## config.mk

```make
export PLATFORM = sky130hd
export DESIGN_NAME = matrix_stream_reader
export DESIGN_NICKNAME = d
export VERILOG_FILES = /design/src/rtl/matrix_stream_reader.sv
export SDC_FILE = /design/constraint.sdc
export NUM_CORES = 1
export LEC_CHECK = 0
export ABC_AREA = 1
export ABC_CLOCK_PERIOD_IN_PS = 11900
export CAP_MARGIN = 20
export CELL_PAD_IN_SITES_DETAIL_PLACEMENT = 1
export CELL_PAD_IN_SITES_GLOBAL_PLACEMENT = 1
export CORE_MARGIN = 8
export CORE_UTILIZATION = 40
export CTS_CLUSTER_DIAMETER = 120
export DETAILED_ROUTE_END_ITERATION = 12
export GPL_ROUTABILITY_DRIVEN = 0
export MAX_ROUTING_LAYER = met4
export PLACE_DENSITY = 0.77
export SYNTH_ARGS = -nofsm -noshare
export SYNTH_HDL_FRONTEND = slang
export SYNTH_SLANG_ARGS = --single-unit
```

## constraint.sdc

```tcl
create_clock -name clk_i -period 11.9 [get_ports clk_i]
set_input_delay 3.57 -clock clk_i [delete_from_list [all_inputs] [get_ports clk_i]]
set_output_delay 3.57 -clock clk_i [all_outputs]
set_load 0.02 [all_outputs]
```

## src/rtl/matrix_stream_reader.sv

```systemverilog
// matrix_stream_reader
//
// Reads one stored matrix slot from the shared storage BRAM read port:
// fetches the three header words (rows/cols, name bytes 0..3, name bytes
// 4..7), validates the dimensions, then streams the rows*cols elements in
// row-major order over a valid/ready interface with full backpressure.
// Never touches the BRAM write side.
//
// Ports
//   clk_i, rst_i      clock, synchronous active-high reset
//   start_i           read request, only honoured in IDLE
//   matrix_id_i       slot to read (captured with start_i)
//   busy_o            high while the header/stream phases run
//   done_o            one-cycle completion pulse
//   error_o           valid with done_o: header rejected
//   rows_o, cols_o    header dimensions (held until the next accepted start)
//   name_o            header name, byte k in bits [8k+7:8k]
//   read_addr_o       BRAM read address
//   bram_data_i       BRAM read data, one cycle after read_addr_o
//   out_data_o        streamed element
//   out_valid_o       out_data_o is valid
//   out_ready_i       consumer accepts the current element
//   out_last_o        current element is the final one
//
// Slot layout: base = id*BLOCK_SIZE; base+0 = {cols,rows}, base+1/base+2 =
// name bytes, base+3.. = elements. DATA_WIDTH must be at least 32.
//
// state    | meaning
// ---------+--------------------------------------------------------------
// S_IDLE   | waiting for start_i; read_addr_o holds its last value
// S_HDR    | phase 0..2 present base+0..2, captures lag one cycle; phase 3
//          | captures the last header word, judges it, and already
//          | presents the first element address
// S_STREAM | credit-limited element reads into a 2-entry FIFO
// S_FIN    | done_o pulse, then back to S_IDLE

module matrix_stream_reader #(
   parameter int BLOCK_SIZE = 1152,
   parameter int ADDR_WIDTH = 14,
   parameter int DATA_WIDTH = 32
) (
   input  logic                  clk_i,
   input  logic                  rst_i,
   input  logic                  start_i,
   input  logic [2:0]            matrix_id_i,
   output logic                  busy_o,
   output logic                  done_o,
   output logic                  error_o,
   output logic [7:0]            rows_o,
   output logic [7:0]            cols_o,
   output logic [63:0]           name_o,
   output logic [ADDR_WIDTH-1:0] read_addr_o,
   input  logic [DATA_WIDTH-1:0] bram_data_i,
   output logic [DATA_WIDTH-1:0] out_data_o,
   output logic                  out_valid_o,
   input  logic                  out_ready_i,
   output logic                  out_last_o
);

   localparam logic [1:0] S_IDLE   = 2'd0;
   localparam logic [1:0] S_HDR    = 2'd1;
   localparam logic [1:0] S_STREAM = 2'd2;
   localparam logic [1:0] S_FIN    = 2'd3;

   localparam logic [ADDR_WIDTH-1:0] BLOCK_A   = ADDR_WIDTH'(BLOCK_SIZE);
   localparam logic [15:0]           MAX_ELEMS = 16'(BLOCK_SIZE - 3);

   logic [1:0]            state_q, state_d;
   logic [1:0]            phase_q, phase_d;
   logic [2:0]            id_q, id_d;
   logic                  error_q, error_d;
   logic [7:0]            rows_q, rows_d;
   logic [7:0]            cols_q, cols_d;
   logic [63:0]           name_q, name_d;
   logic [15:0]           n_q, n_d;
   logic [15:0]           issue_cnt_q, issue_cnt_d;
   logic [15:0]           out_cnt_q, out_cnt_d;
   logic [ADDR_WIDTH-1:0] addr_q, addr_d;
   logic                  rd_pend_q, rd_pend_d;

   logic [DATA_WIDTH-1:0] fifo_q [2];
   logic                  wr_ptr_q, wr_ptr_d;
   logic                  rd_ptr_q, rd_ptr_d;
   logic [1:0]            fifo_cnt_q, fifo_cnt_d;

   logic [ADDR_WIDTH-1:0] base;
   logic [15:0]           prod;
   logic [2:0]            credit;
   logic                  issue;
   logic                  push;
   logic                  pop;
   logic                  head_last;

   assign base = ADDR_WIDTH'(id_q) * BLOCK_A;
   assign prod = {8'd0, rows_q} * {8'd0, cols_q};

   assign out_valid_o = (fifo_cnt_q != 2'd0);
   assign out_data_o  = fifo_q[rd_ptr_q];
   assign head_last   = (out_cnt_q == (n_q - 16'd1));
   assign out_last_o  = out_valid_o && head_last;

   assign pop  = out_valid_o && out_ready_i;
   // Data for a read presented last cycle is on bram_data_i now; only
   // element reads made while streaming are kept (the speculative first read
   // of a rejected header is simply dropped).
   assign push = rd_pend_q && (state_q == S_STREAM);

   // Buffered plus in-flight elements, counting the slot a pop frees this
   // cycle; keeping it below 2 bounds storage at 2 while still allowing one
   // read per cycle when the consumer keeps up.
   assign credit = 3'(fifo_cnt_q) + {2'b00, rd_pend_q} - {2'b00, pop};

   always_comb begin
      state_d     = state_q;
      phase_d     = phase_q;
      id_d        = id_q;
      error_d     = error_q;
      rows_d      = rows_q;
      cols_d      = cols_q;
      name_d      = name_q;
      n_d         = n_q;
      issue_cnt_d = issue_cnt_q;
      out_cnt_d   = out_cnt_q;
      addr_d      = addr_q;
      issue       = 1'b0;

      case (state_q)
         S_IDLE: begin
            if (start_i) begin
               state_d     = S_HDR;
               phase_d     = 2'd0;
               id_d        = matrix_id_i;
               error_d     = 1'b0;
               issue_cnt_d = 16'd0;
               out_cnt_d   = 16'd0;
            end
         end

         S_HDR: begin
            phase_d = phase_q + 2'd1;
            case (phase_q)
               2'd0: addr_d = base;
               2'd1: begin
                  addr_d = base + ADDR_WIDTH'(1);
                  rows_d = bram_data_i[7:0];
                  cols_d = bram_data_i[15:8];
               end
               2'd2: begin
                  addr_d        = base + ADDR_WIDTH'(2);
                  name_d[31:0]  = bram_data_i[31:0];
               end
               default: begin
                  name_d[63:32] = bram_data_i[31:0];
                  n_d           = prod;
                  // Any valid header has at least one element, so element 0
                  // can be requested before the verdict is known.
                  issue         = 1'b1;
                  addr_d        = base + ADDR_WIDTH'(3);
                  issue_cnt_d   = 16'd1;
                  if ((rows_q == 8'd0) || (cols_q == 8'd0) || (prod > MAX_ELEMS)) begin
                     error_d = 1'b1;
                     state_d = S_FIN;
                  end else begin
                     state_d = S_STREAM;
                  end
               end
            endcase
         end

         S_STREAM: begin
            if ((issue_cnt_q < n_q) && (credit < 3'd2)) begin
               issue       = 1'b1;
               addr_d      = base + ADDR_WIDTH'(3) + ADDR_WIDTH'(issue_cnt_q);
               issue_cnt_d = issue_cnt_q + 16'd1;
            end
            if (pop) begin
               out_cnt_d = out_cnt_q + 16'd1;
               if (head_last) begin
                  state_d = S_FIN;
               end
            end
         end

         default: begin
            state_d = S_IDLE;
         end
      endcase
   end

   assign rd_pend_d = issue;

   always_comb begin
      wr_ptr_d   = wr_ptr_q;
      rd_ptr_d   = rd_ptr_q;
      fifo_cnt_d = fifo_cnt_q;
      if (push) begin
         wr_ptr_d = ~wr_ptr_q;
      end
      if (pop) begin
         rd_ptr_d = ~rd_ptr_q;
      end
      case ({push, pop})
         2'b10:   fifo_cnt_d = fifo_cnt_q + 2'd1;
         2'b01:   fifo_cnt_d = fifo_cnt_q - 2'd1;
         default: fifo_cnt_d = fifo_cnt_q;
      endcase
   end

   always_ff @(posedge clk_i) begin
      if (rst_i) begin
         state_q     <= S_IDLE;
         phase_q     <= 2'd0;
         id_q        <= 3'd0;
         error_q     <= 1'b0;
         rows_q      <= 8'd0;
         cols_q      <= 8'd0;
         name_q      <= 64'd0;
         n_q         <= 16'd0;
         issue_cnt_q <= 16'd0;
         out_cnt_q   <= 16'd0;
         addr_q      <= '0;
         rd_pend_q   <= 1'b0;
         fifo_q[0]   <= '0;
         fifo_q[1]   <= '0;
         wr_ptr_q    <= 1'b0;
         rd_ptr_q    <= 1'b0;
         fifo_cnt_q  <= 2'd0;
      end else begin
         state_q     <= state_d;
         phase_q     <= phase_d;
         id_q        <= id_d;
         error_q     <= error_d;
         rows_q      <= rows_d;
         cols_q      <= cols_d;
         name_q      <= name_d;
         n_q         <= n_d;
         issue_cnt_q <= issue_cnt_d;
         out_cnt_q   <= out_cnt_d;
         addr_q      <= addr_d;
         rd_pend_q   <= rd_pend_d;
         wr_ptr_q    <= wr_ptr_d;
         rd_ptr_q    <= rd_ptr_d;
         fifo_cnt_q  <= fifo_cnt_d;
         if (push) begin
            fifo_q[wr_ptr_q] <= bram_data_i;
         end
      end
   end

   // The address is presented in the same cycle the read decision is made,
   // so the BRAM latency plus one FIFO cycle is the whole read-to-beat loop.
   assign read_addr_o = addr_d;

   assign busy_o  = (state_q == S_HDR) || (state_q == S_STREAM);
   assign done_o  = (state_q == S_FIN);
   assign error_o = error_q;
   assign rows_o  = rows_q;
   assign cols_o  = cols_q;
   assign name_o  = name_q;

endmodule
```

Word level (Yosys, flattened, before mapping)
Memory sizes are Yosys's and may differ from the RTL's. A register that Yosys moved wholly into a read port is not among the register bits.
Cells that the tools add are included.
W data, S select, Z words.
- flip-flop bits (word level): 155
- latch bits: 0
- RAM bits: 64
- bits in read-only memories: 0
- input bits: 39
- output and inout bits: 131
- word-level logic and storage cells: 113
- memories kept: 1
- $add $sub $neg: 12
- multiply operators: 2
- divide/modulo/power cells: 0
- order comparisons: 3
- eq/ne operators: 14
- shift-type cells: 0
- multiplexer cells: 35
- bitwise gates (word level): 3
- reduce and logical (&&, ||, !) cells: 27
- memory list (name ; words ; bits a word ; rd ports ; clocked after memory_dff ; wr ports ; RTL line ; text):
    fifo_q ; 2 ; 32 ; 1 ; 1 ; 2 ; 81 ; logic [DATA_WIDTH-1:0] fifo_q [2];
- operator list (operator ; number):
    $mux W16 ; 4
    $pmux W16 S3 ; 1
    $pmux W14 S3 ; 1
    $add A16 B1 Y16 const B ; 2
    $mux W32 ; 1
    $pmux W16 S2 ; 1
    $reduce_or A32 Y1 ; 1
    $add A14 B2 Y14 const B ; 2
    $pmux W14 S2 ; 1
    $eq A16 B16 Y1 ; 1
    $gt A16 B11 Y1 const B ; 1
    $logic_not A8 Y1 ; 2
    $lt A16 B16 Y1 ; 1
    $mul A8 B8 Y16 ; 1
    $sub A16 B1 Y16 const B ; 1
    $mux W1 ; 15
    $add A14 B1 Y14 const B ; 1
    $add A14 B14 Y14 ; 1
    $mux W14 ; 1
    $ne A2 B2 Y1 const B ; 6
    $reduce_and A4 Y1 ; 3
    $mux W2 ; 5
    $reduce_and A2 Y1 ; 5
    $eq A2 B2 Y1 const B ; 4
    18 further kinds ; 34

Depth between registers and ports, before layout
Gate-level depths: netlist (run 1).
- depth in word-level cells: 7
- gate-level depth with buffers: 26
- gate-level depth less buffers: 25

Least setup slack after synthesis (run 1)
OpenSTA, ideal clock, no wires.
- kind: input to output
- start: input port out_ready_i
- end: output port read_addr_o[1]
- arrival time: 5.377 ns
- required time: 8.330 ns
- path slack: 2.953 ns
- cell stages on the path: 14
- path buffers: 0
- cells stage by stage: inv_1 > nor2_4 > ha_1 > inv_1 > nand2_1 > fa_1 > xor2_1 > nor2_1 > nand2_2 > inv_1 > nand3b_1 > nand3_1 > nand2_1 > inv_1
- longest elaborated chain between the ends: 6
- RTL lines (element ; RTL line ; text):
    start: declaration ; 56 ; input logic out_ready_i,
    $logic_and A1 B1 Y1 ; 102 ; assign pop = out_valid_o && out_ready_i;
    net pop ; 91 ; logic pop;
    $sub A3 B1 Y3 ; 111 ; assign credit = 3'(fifo_cnt_q) + {2'b00, rd_pend_q} - {2'b00, pop};
    $lt A3 B2 Y1 ; 171 ; if ((issue_cnt_q < n_q) && (credit < 3'd2)) begin
    $logic_and A1 B1 Y1 ; 171 ;
    $mux W14 ; 171 ;
    $pmux W14 S2 ; 127 ; case (state_q)
    end: declaration ; 52 ; output logic [ADDR_WIDTH-1:0] read_addr_o,
The timed path passes the listed nets, and every way through them passes these cells.

Worst setup path after layout (run 1)
- start: input port out_ready_i
- end: output port read_addr_o[0]
The elaborated chain is that of the path after synthesis.

==> results.md, run 1 <==
### Run status
* result of the run: completed

### GRT
* number of global-route vias before repair: 12480
* wire length of the first global-routing pass: 65010 um
* GR Util All Layers: 21.13%
* met1 demand-to-capacity share in global routing: 24.35%
* met2 track demand over resource: 35.84%
* met3 layer usage reported by global route: 5.816%
* total congestion overflow after global routing: 0
* largest net degree at the start of global routing: 93
* initial antenna violation count: 1
* gr busiest metal: met2

### Worst setup path
* top fanout value on the critical path: 10
* kind of cell adding the most delay to the critical path: buffers and inverters
* CP endpoint kind: primary output
* crit-path most repeated cell: sky130_fd_sc_hd__inv_1
* FF-to-FF Start: rows_o[3]
* critical path startpoint category: input port
* CP max-delay cell: sky130_fd_sc_hd__clkdlybuf4s50_1
* arrival time worst endpoint: 6.70 ns
* required time of the critical path: 8.33 ns
* start point of the critical path: out_ready_i
* crit path buf inv count: 6
* max incr delay on CP: 0.60 ns
* CP Cell Sequence: clkdlybuf4s50_1 > inv_1 > nor2_4 > ha_1 > inv_1 > nand2_1 > fa_1 > xor2_1 > nor2_1 > nand2_2 > nand2_4 > inv_1 > nand2_1 > nand3_1 > nand2_1 > inv_1 > clkdlybuf4s50_1
* WS Path Type: input port to primary output

### Synthesis
* top cell types by occurrence after synthesis: sky130_fd_sc_hd__nand2_1, sky130_fd_sc_hd__inv_1, sky130_fd_sc_hd__dfxtp_1, sky130_fd_sc_hd__nor2_1, sky130_fd_sc_hd__a21oi_1
* synthesized area: 13010 um^2
* dominant cell by count in the synthesized netlist: sky130_fd_sc_hd__nand2_1
* post-synthesis cell type with the largest combined area: sky130_fd_sc_hd__dfxtp_1
* Synth Warn #: 0
* number of unique standard cell types used by synthesis: 50
* number of nets in the synthesized netlist: 1828
* synthesized flop and latch total: 220
* Post-synth EDFFs: 64
* Post-Syn Instances: 1682
* Synth top area share: 24.00%
* register area share after synthesis: 38.77%
* proportion of synthesized flip-flops having asynchronous set or reset: 0%
* cells taking the most area after synthesis: sky130_fd_sc_hd__dfxtp_1, sky130_fd_sc_hd__edfxtp_1, sky130_fd_sc_hd__nand2_1, sky130_fd_sc_hd__inv_1, sky130_fd_sc_hd__ha_1
* dominant synthesized flop cell: sky130_fd_sc_hd__dfxtp_1
* post-synthesis average cell area: 7.737 um^2

### Timing
* Max Clock Skew: 0.02295 ns
* post-route setup TNS: 0 ns
* count of endpoints failing setup in the final report: 0
* f_max: 97.41 MHz
* number of slew-limit violations in the final report: 0
* count of final hold-check violations: 0
* final critical path time including I/O delays and setup: 10.27 ns
* Final period util: 86.27%
* worst-margin pin slew: 1.112 ns
* max_slew headroom: 25.40%
* unrepaired setup endpoints after global routing: no

### Floorplanning
* initial core utilization: 40.30%
* floorplan die width: 196.4 um
* placeable core region: 32290 um^2
* Die Ht: 196.4 um
* number of cell rows: 66
* I/O pins: 170
* overall die area: 38560 um^2

### Detailed routing
* routed wire length per instance: 17.61 um
* initial detailed-routing violation count: 404
* DRC: 0
* antenna violation net count after detailed routing: 0
* total via count after detailed routing: 11630
* final wirelength: 40050 um
* average via count per standard cell: 5.112
* number of iterations in the first detailed-routing pass: 5

### Min path
* class of the worst hold path: register to register
* start point of the worst min-delay path: addr_q[4]

### Clock tree
* clock latency of the later-clocked register in the worst-skew pair: 0.55 ns
* Worst-path clk slew: 0.05 ns
* number of post-CTS setup repair buffers: 0
* post-CTS resize count: 0
* number of clock sinks: 220
* CTS H-tree depth: 1
* TritonCTS clock tree: done
* clock root buffer: sky130_fd_sc_hd__clkbuf_16
* number of buffers inserted during clock tree synthesis: 26
* total of hold buffers inserted after clock tree synthesis: 0
* clock buffer depth: 3

### Finish
* layout overhead on the synthesized area: 21.55%
* number of standard cells in the final layout excluding fillers: 2274
* sequential cell area: 5045 um^2
* Filler Cell Count: 3952
* combined area of the multi-input logic cells: 6605 um^2
* share of post-route cells with drive strength above 1: 6.117%
* total number of nets in the final design: 1960
* utilization after layout: 48.99%

### Pwr
* Pwr per Cell Area: 139.2 nW/um^2
* maximum vdd ir drop: 0.1159 mV
* leakage power: 7.477 nW

### Place
* PortBufs: 169
* number of placed instances, taps included: 2228
* sum of net half-perimeters after detailed placement: 30130 um

### Job
* total of max-cap violations: 0

-- metrics by stage --
step | worst slack (ns) | total power, mW | hold WS [ns] | cell area [um^2]
finish | 1.634 | 2.201 | 0.4721 | 15820
global route | 1.425 | 2.322 | 0.5079 | 15820
CTS | 1.619 | 2.226 | 0.4752 | 15820
detailed placement | 1.632 | 1.475 | 0.4678 | 15030
global placement | 1.708 | 1.456 | 0.4356 | 15030
floorplan | 2.953 | 1.256 | 0.4258 | 13010
-- worst reg2reg max path: stages (launching register included) --
cell                       delay, ns
sky130_fd_sc_hd__dfxtp_1        0.64
sky130_fd_sc_hd__nand2_1        0.11
sky130_fd_sc_hd__inv_1          0.09
sky130_fd_sc_hd__fa_1           0.45
sky130_fd_sc_hd__fa_1           0.52
sky130_fd_sc_hd__fa_1           0.55
sky130_fd_sc_hd__inv_1          0.05
sky130_fd_sc_hd__fa_1           0.53
sky130_fd_sc_hd__inv_1          0.05
sky130_fd_sc_hd__ha_1           0.36
sky130_fd_sc_hd__nand2_1        0.13
sky130_fd_sc_hd__inv_1          0.05
sky130_fd_sc_hd__nand2_1        0.06
sky130_fd_sc_hd__nand2_1        0.06
sky130_fd_sc_hd__inv_1          0.05
sky130_fd_sc_hd__nand2_1        0.06
sky130_fd_sc_hd__xnor2_1        0.27
sky130_fd_sc_hd__nand4_1        0.23
sky130_fd_sc_hd__o21bai_1       0.20
sky130_fd_sc_hd__nand2_1        0.07
sky130_fd_sc_hd__nand2_1        0.07
sky130_fd_sc_hd__a21oi_1        0.06
-- cells in the final DEF (no fill, tap or decap), types with 10 or more instances in the layout --
cell type                         count
sky130_fd_sc_hd__a21oi_1            148
sky130_fd_sc_hd__xnor2_1             10
sky130_fd_sc_hd__clkdlybuf4s50_1    169
sky130_fd_sc_hd__fa_1                37
sky130_fd_sc_hd__nor3_1              22
sky130_fd_sc_hd__nand3_1             79
sky130_fd_sc_hd__xor2_1              21
sky130_fd_sc_hd__edfxtp_1            64
sky130_fd_sc_hd__clkbuf_16           26
sky130_fd_sc_hd__buf_4               10
sky130_fd_sc_hd__dfxtp_1            156
sky130_fd_sc_hd__o21ai_0            108
sky130_fd_sc_hd__inv_1              274
sky130_fd_sc_hd__nor2_1             156
sky130_fd_sc_hd__nand2_1            308
sky130_fd_sc_hd__mux2_2              32
sky130_fd_sc_hd__o21ai_1             10
sky130_fd_sc_hd__nand4_1             19
sky130_fd_sc_hd__o211ai_1            10
sky130_fd_sc_hd__ha_1                70
-- metal layers --
metal  vias up  routed length, um
met5         -                  0
met1      5635              16990
li1       5678                  -
met3        71               2693
met4         0               1041
met2       241              19320
-- power breakdown --
group	internal (mW)	switching, mW	total, mW
logic	0.210	0.375	0.585
registers	0.815	0.0600	0.875
clock network	0.425	0.317	0.741
-- cell type report --
cell class / count / area share, %
inverter: 282 / 6.692
clock inverter: 12 / 0.6961
multi-input combinational: 1105 / 41.76
timing repair buffer: 179 / 11.17
sequential: 220 / 31.89
clock buffer: 33 / 4.279
antenna: 1 / 0.01582
tap: 442 / 3.496
-- path summary, 6_finish.rpt --
| path | to | slack [ns] | cells after the start |
|---|---|---|---|
| min | addr_q[4] | 0.47 | 2 |
| max reg2reg | state_q[0] | 7.12 | 21 |
| max | read_addr_o[0] | 1.63 | 17 |
| min reg2reg | addr_q[4] | 0.47 | 2 |
-- logic make-up after synthesis --
| family | after synthesis | synth area share, % |
|---|---|---|
| flops | 220 | 38.77 |
| simple gates | 630 | 20.98 |
| compound gates | 305 | 12.50 |
| fa+ha+maj | 107 | 12.42 |
| buf+inv | 357 | 10.48 |
| xor+xnor | 31 | 2.086 |
| mux | 32 | 2.769 |
-- sequential cells by signal (all words and copies together) (netlist names), 8 cells and up, named ones only --
name         count
addr_q          14
cols_o           8
fifo_q          64
issue_cnt_q     16
n_q             16
name_o          64
out_cnt_q       16
rows_o           8
(Power assumes the default switching activity.)
==> inputs of run 2 (changes only) <==
PLACE_DENSITY = unset   (was 0.77)
PLACE_DENSITY_LB_ADDON = 0.1   (was unset)
==> results.md, run 2 (same netlist as run 1, synthesis figures left out) <==
### Finish
* utilization after layout: 49.30%, was 48.99%
* sequential cell area: 5045 um^2, unchanged
* final standard cell area without fillers: 15920 um^2, was 15820 um^2
* total number of nets in the final design: 1961, was 1960
* commonest cells after routing, fill and taps aside: sky130_fd_sc_hd__nand2_1, sky130_fd_sc_hd__inv_1, sky130_fd_sc_hd__clkdlybuf4s50_1, unchanged
* most common cell after layout, fill and taps aside: sky130_fd_sc_hd__nand2_1, unchanged
* number of standard cells in the final layout excluding fillers: 2279, was 2274
* share of post-route cells with drive strength above 1: 6.590%, was 6.117%
* Filler Cell Count: 3915, was 3952
* layout overhead on the synthesized area: 22.32%, was 21.55%
* combined area of the multi-input logic cells: 6605 um^2, unchanged

### Detailed routing
* DRC: 0, unchanged
* number of iterations in the first detailed-routing pass: 6, was 5
* highest layer used for signal routing: met4, unchanged
* length of routed met2 wiring: 20030 um, was 19320 um
* average via count per standard cell: 5.011, was 5.112
* routed wire length per instance: 17.83 um, was 17.61 um
* final wirelength: 40640 um, was 40050 um
* routed wl met3: 2469 um, was 2693 um
* total via count after detailed routing: 11420, was 11630
* antenna violation net count after detailed routing: 0, unchanged
* initial detailed-routing violation count: 425, was 404
* DRT met1 WL: 17430 um, was 16990 um

### Worst setup path
* crit-path most repeated cell: sky130_fd_sc_hd__inv_1, unchanged
* R2R depth: 21, unchanged
* FF-to-FF Start: rows_o[4], was rows_o[3]
* CP Cell Sequence: clkdlybuf4s50_1 > inv_1 > nor2_4 > ha_1 > inv_1 > nand2_1 > fa_1 > xor2_1 > nor2_1 > nand2_2 > inv_1 > nand3_1 > nand3_1 > nand2_1 > inv_1 > clkdlybuf4s50_1, was clkdlybuf4s50_1 > inv_1 > nor2_4 > ha_1 > inv_1 > nand2_1 > fa_1 > xor2_1 > nor2_1 > nand2_2 > nand2_4 > inv_1 > nand2_1 > nand3_1 > nand2_1 > inv_1 > clkdlybuf4s50_1
* reg-to-reg setup timing slack: 7.14 ns, was 7.12 ns
* WS Path Type: input port to primary output, unchanged
* critical path startpoint category: input port, unchanged
* CP max-delay cell: sky130_fd_sc_hd__clkdlybuf4s50_1, unchanged
* arrival time worst endpoint: 6.71 ns, was 6.70 ns
* capture instance of the worst register-to-register path: state_q[0], unchanged
* required time of the critical path: 8.33 ns, about the same
* max incr delay on CP: 0.61 ns, was 0.60 ns
* CP endpoint kind: primary output, unchanged
* top fanout value on the critical path: 7, was 10

### Timing
* worst path setup slack after routing: 1.620 ns, was 1.634 ns
* Max Clock Skew: 0.009080 ns, was 0.02295 ns
* max_slew headroom: 33.46%, was 25.40%
* count of final hold-check violations: 0, unchanged
* number of slew-limit violations in the final report: 0, unchanged
* worst-case hold slack: 0.4663 ns, was 0.4721 ns
* final critical path time including I/O delays and setup: 10.28 ns, was 10.27 ns
* unrepaired setup endpoints after global routing: no, unchanged
* f_max: 97.27 MHz, was 97.41 MHz
* Final period util: 86.39%, was 86.27%
* post-route setup TNS: 0 ns, unchanged
* worst-margin pin slew: 0.9915 ns, was 1.112 ns
* count of endpoints failing setup in the final report: 0, unchanged

### Pwr
* leakage power: 7.535 nW, was 7.477 nW
* Overall Power: 2.277 mW, was 2.201 mW
* maximum vdd ir drop: 0.1196 mV, was 0.1159 mV
* Pwr per Cell Area: 143.1 nW/um^2, was 139.2 nW/um^2

### Clock tree
* number of clock sinks: 220, unchanged
* post-CTS resize count: 0, unchanged
* TritonCTS clock tree: done, unchanged
* number of buffers inserted during clock tree synthesis: 27, was 26
* CTS H-tree depth: 1, unchanged
* clock root buffer: sky130_fd_sc_hd__clkbuf_16, unchanged
* clock buffer depth: 3, unchanged
* Worst-path clk slew: 0.06 ns, was 0.05 ns
* total of hold buffers inserted after clock tree synthesis: 0, unchanged
* clock latency of the later-clocked register in the worst-skew pair: 0.55 ns, about the same
* number of post-CTS setup repair buffers: 0, unchanged

### Floorplanning
* placeable core region: 32290 um^2, unchanged
* Die Ht: 196.4 um, unchanged
* I/O pins: 170, unchanged
* initial core utilization: 40.30%, unchanged
* overall die area: 38560 um^2, unchanged
* number of cell rows: 66, unchanged
* floorplan die width: 196.4 um, unchanged

### Job
* total of max-cap violations: 0, unchanged

### GRT
* initial antenna violation count: 1, unchanged
* GR Util All Layers: 21.33%, was 21.13%
* total congestion overflow after global routing: 0, unchanged
* number of global-route vias before repair: 12110, was 12480
* largest net degree at the start of global routing: 82, was 93
* wire length of the first global-routing pass: 65250 um, was 65010 um

### Place
* placed instance area: 15030 um^2, unchanged
* number of placed instances, taps included: 2228, unchanged
* Post-Place Setup Slack: 1.613 ns, was 1.632 ns
* sum of net half-perimeters after detailed placement: 30250 um, was 30130 um
* PortBufs: 169, unchanged

### Min path
* start point of the worst min-delay path: rd_ptr_q, was addr_q[4]
* Min-Delay Endpoint: rd_ptr_q, was addr_q[4]
* class of the worst hold path: register to register, unchanged
* Min-Delay Path Depth: 1, was 2

### Run status
* result of the run: completed, unchanged

-- run 2: changes by cell type in the layout (fill, tap and decap cells not counted), sizes merged --
cell and delta:
bufinv +1, clkbuf +1, clkinv +2, clkinvlp +1
-- run 2: worst max-delay path by stage --
stage,start,endpoint,slack [ns],cells after the start
finish,out_ready_i,read_addr_o[8],1.62,16
global route,out_ready_i,read_addr_o[8],1.38,17
detailed placement,out_ready_i,read_addr_o[8],1.61,16
floorplan,out_ready_i,read_addr_o[1],2.95,14
global placement,out_ready_i,read_addr_o[1],1.68,16
CTS,out_ready_i,read_addr_o[8],1.61,16
-- run 2: critical path, delay by kind of cell --
family / cells / cell delay (ns)
buf+inv: 6 / 1.43
simple gates: 7 / 0.91
fa+ha+maj: 2 / 0.64
xor+xnor: 1 / 0.15
-- run 2: power breakdown --
part	total, mW	switching [mW]	internal (mW)
combinational	0.580	0.370	0.210
clock	0.822	0.335	0.487
sequential	0.875	0.0604	0.815
total	2.28	0.766	1.51
-- run 2: final cells by class --
cell class | instances | area share (%)
multi-input cells | 1105 | 41.49
flip-flops and latches | 220 | 31.69
repair buffers | 179 | 11.10
inverters | 282 | 6.649
clock buffers | 34 | 4.669
well taps | 442 | 3.474
clock inverters | 16 | 0.9117
diodes | 1 | 0.01572
-- run 2: layer usage --
layer | vias up | global-route usage (%)
met5 | - | -
met4 | 0 | 4.043
met3 | 43 | 5.390
met2 | 183 | 36.70
met1 | 5505 | 25.11
li1 | 5690 | -
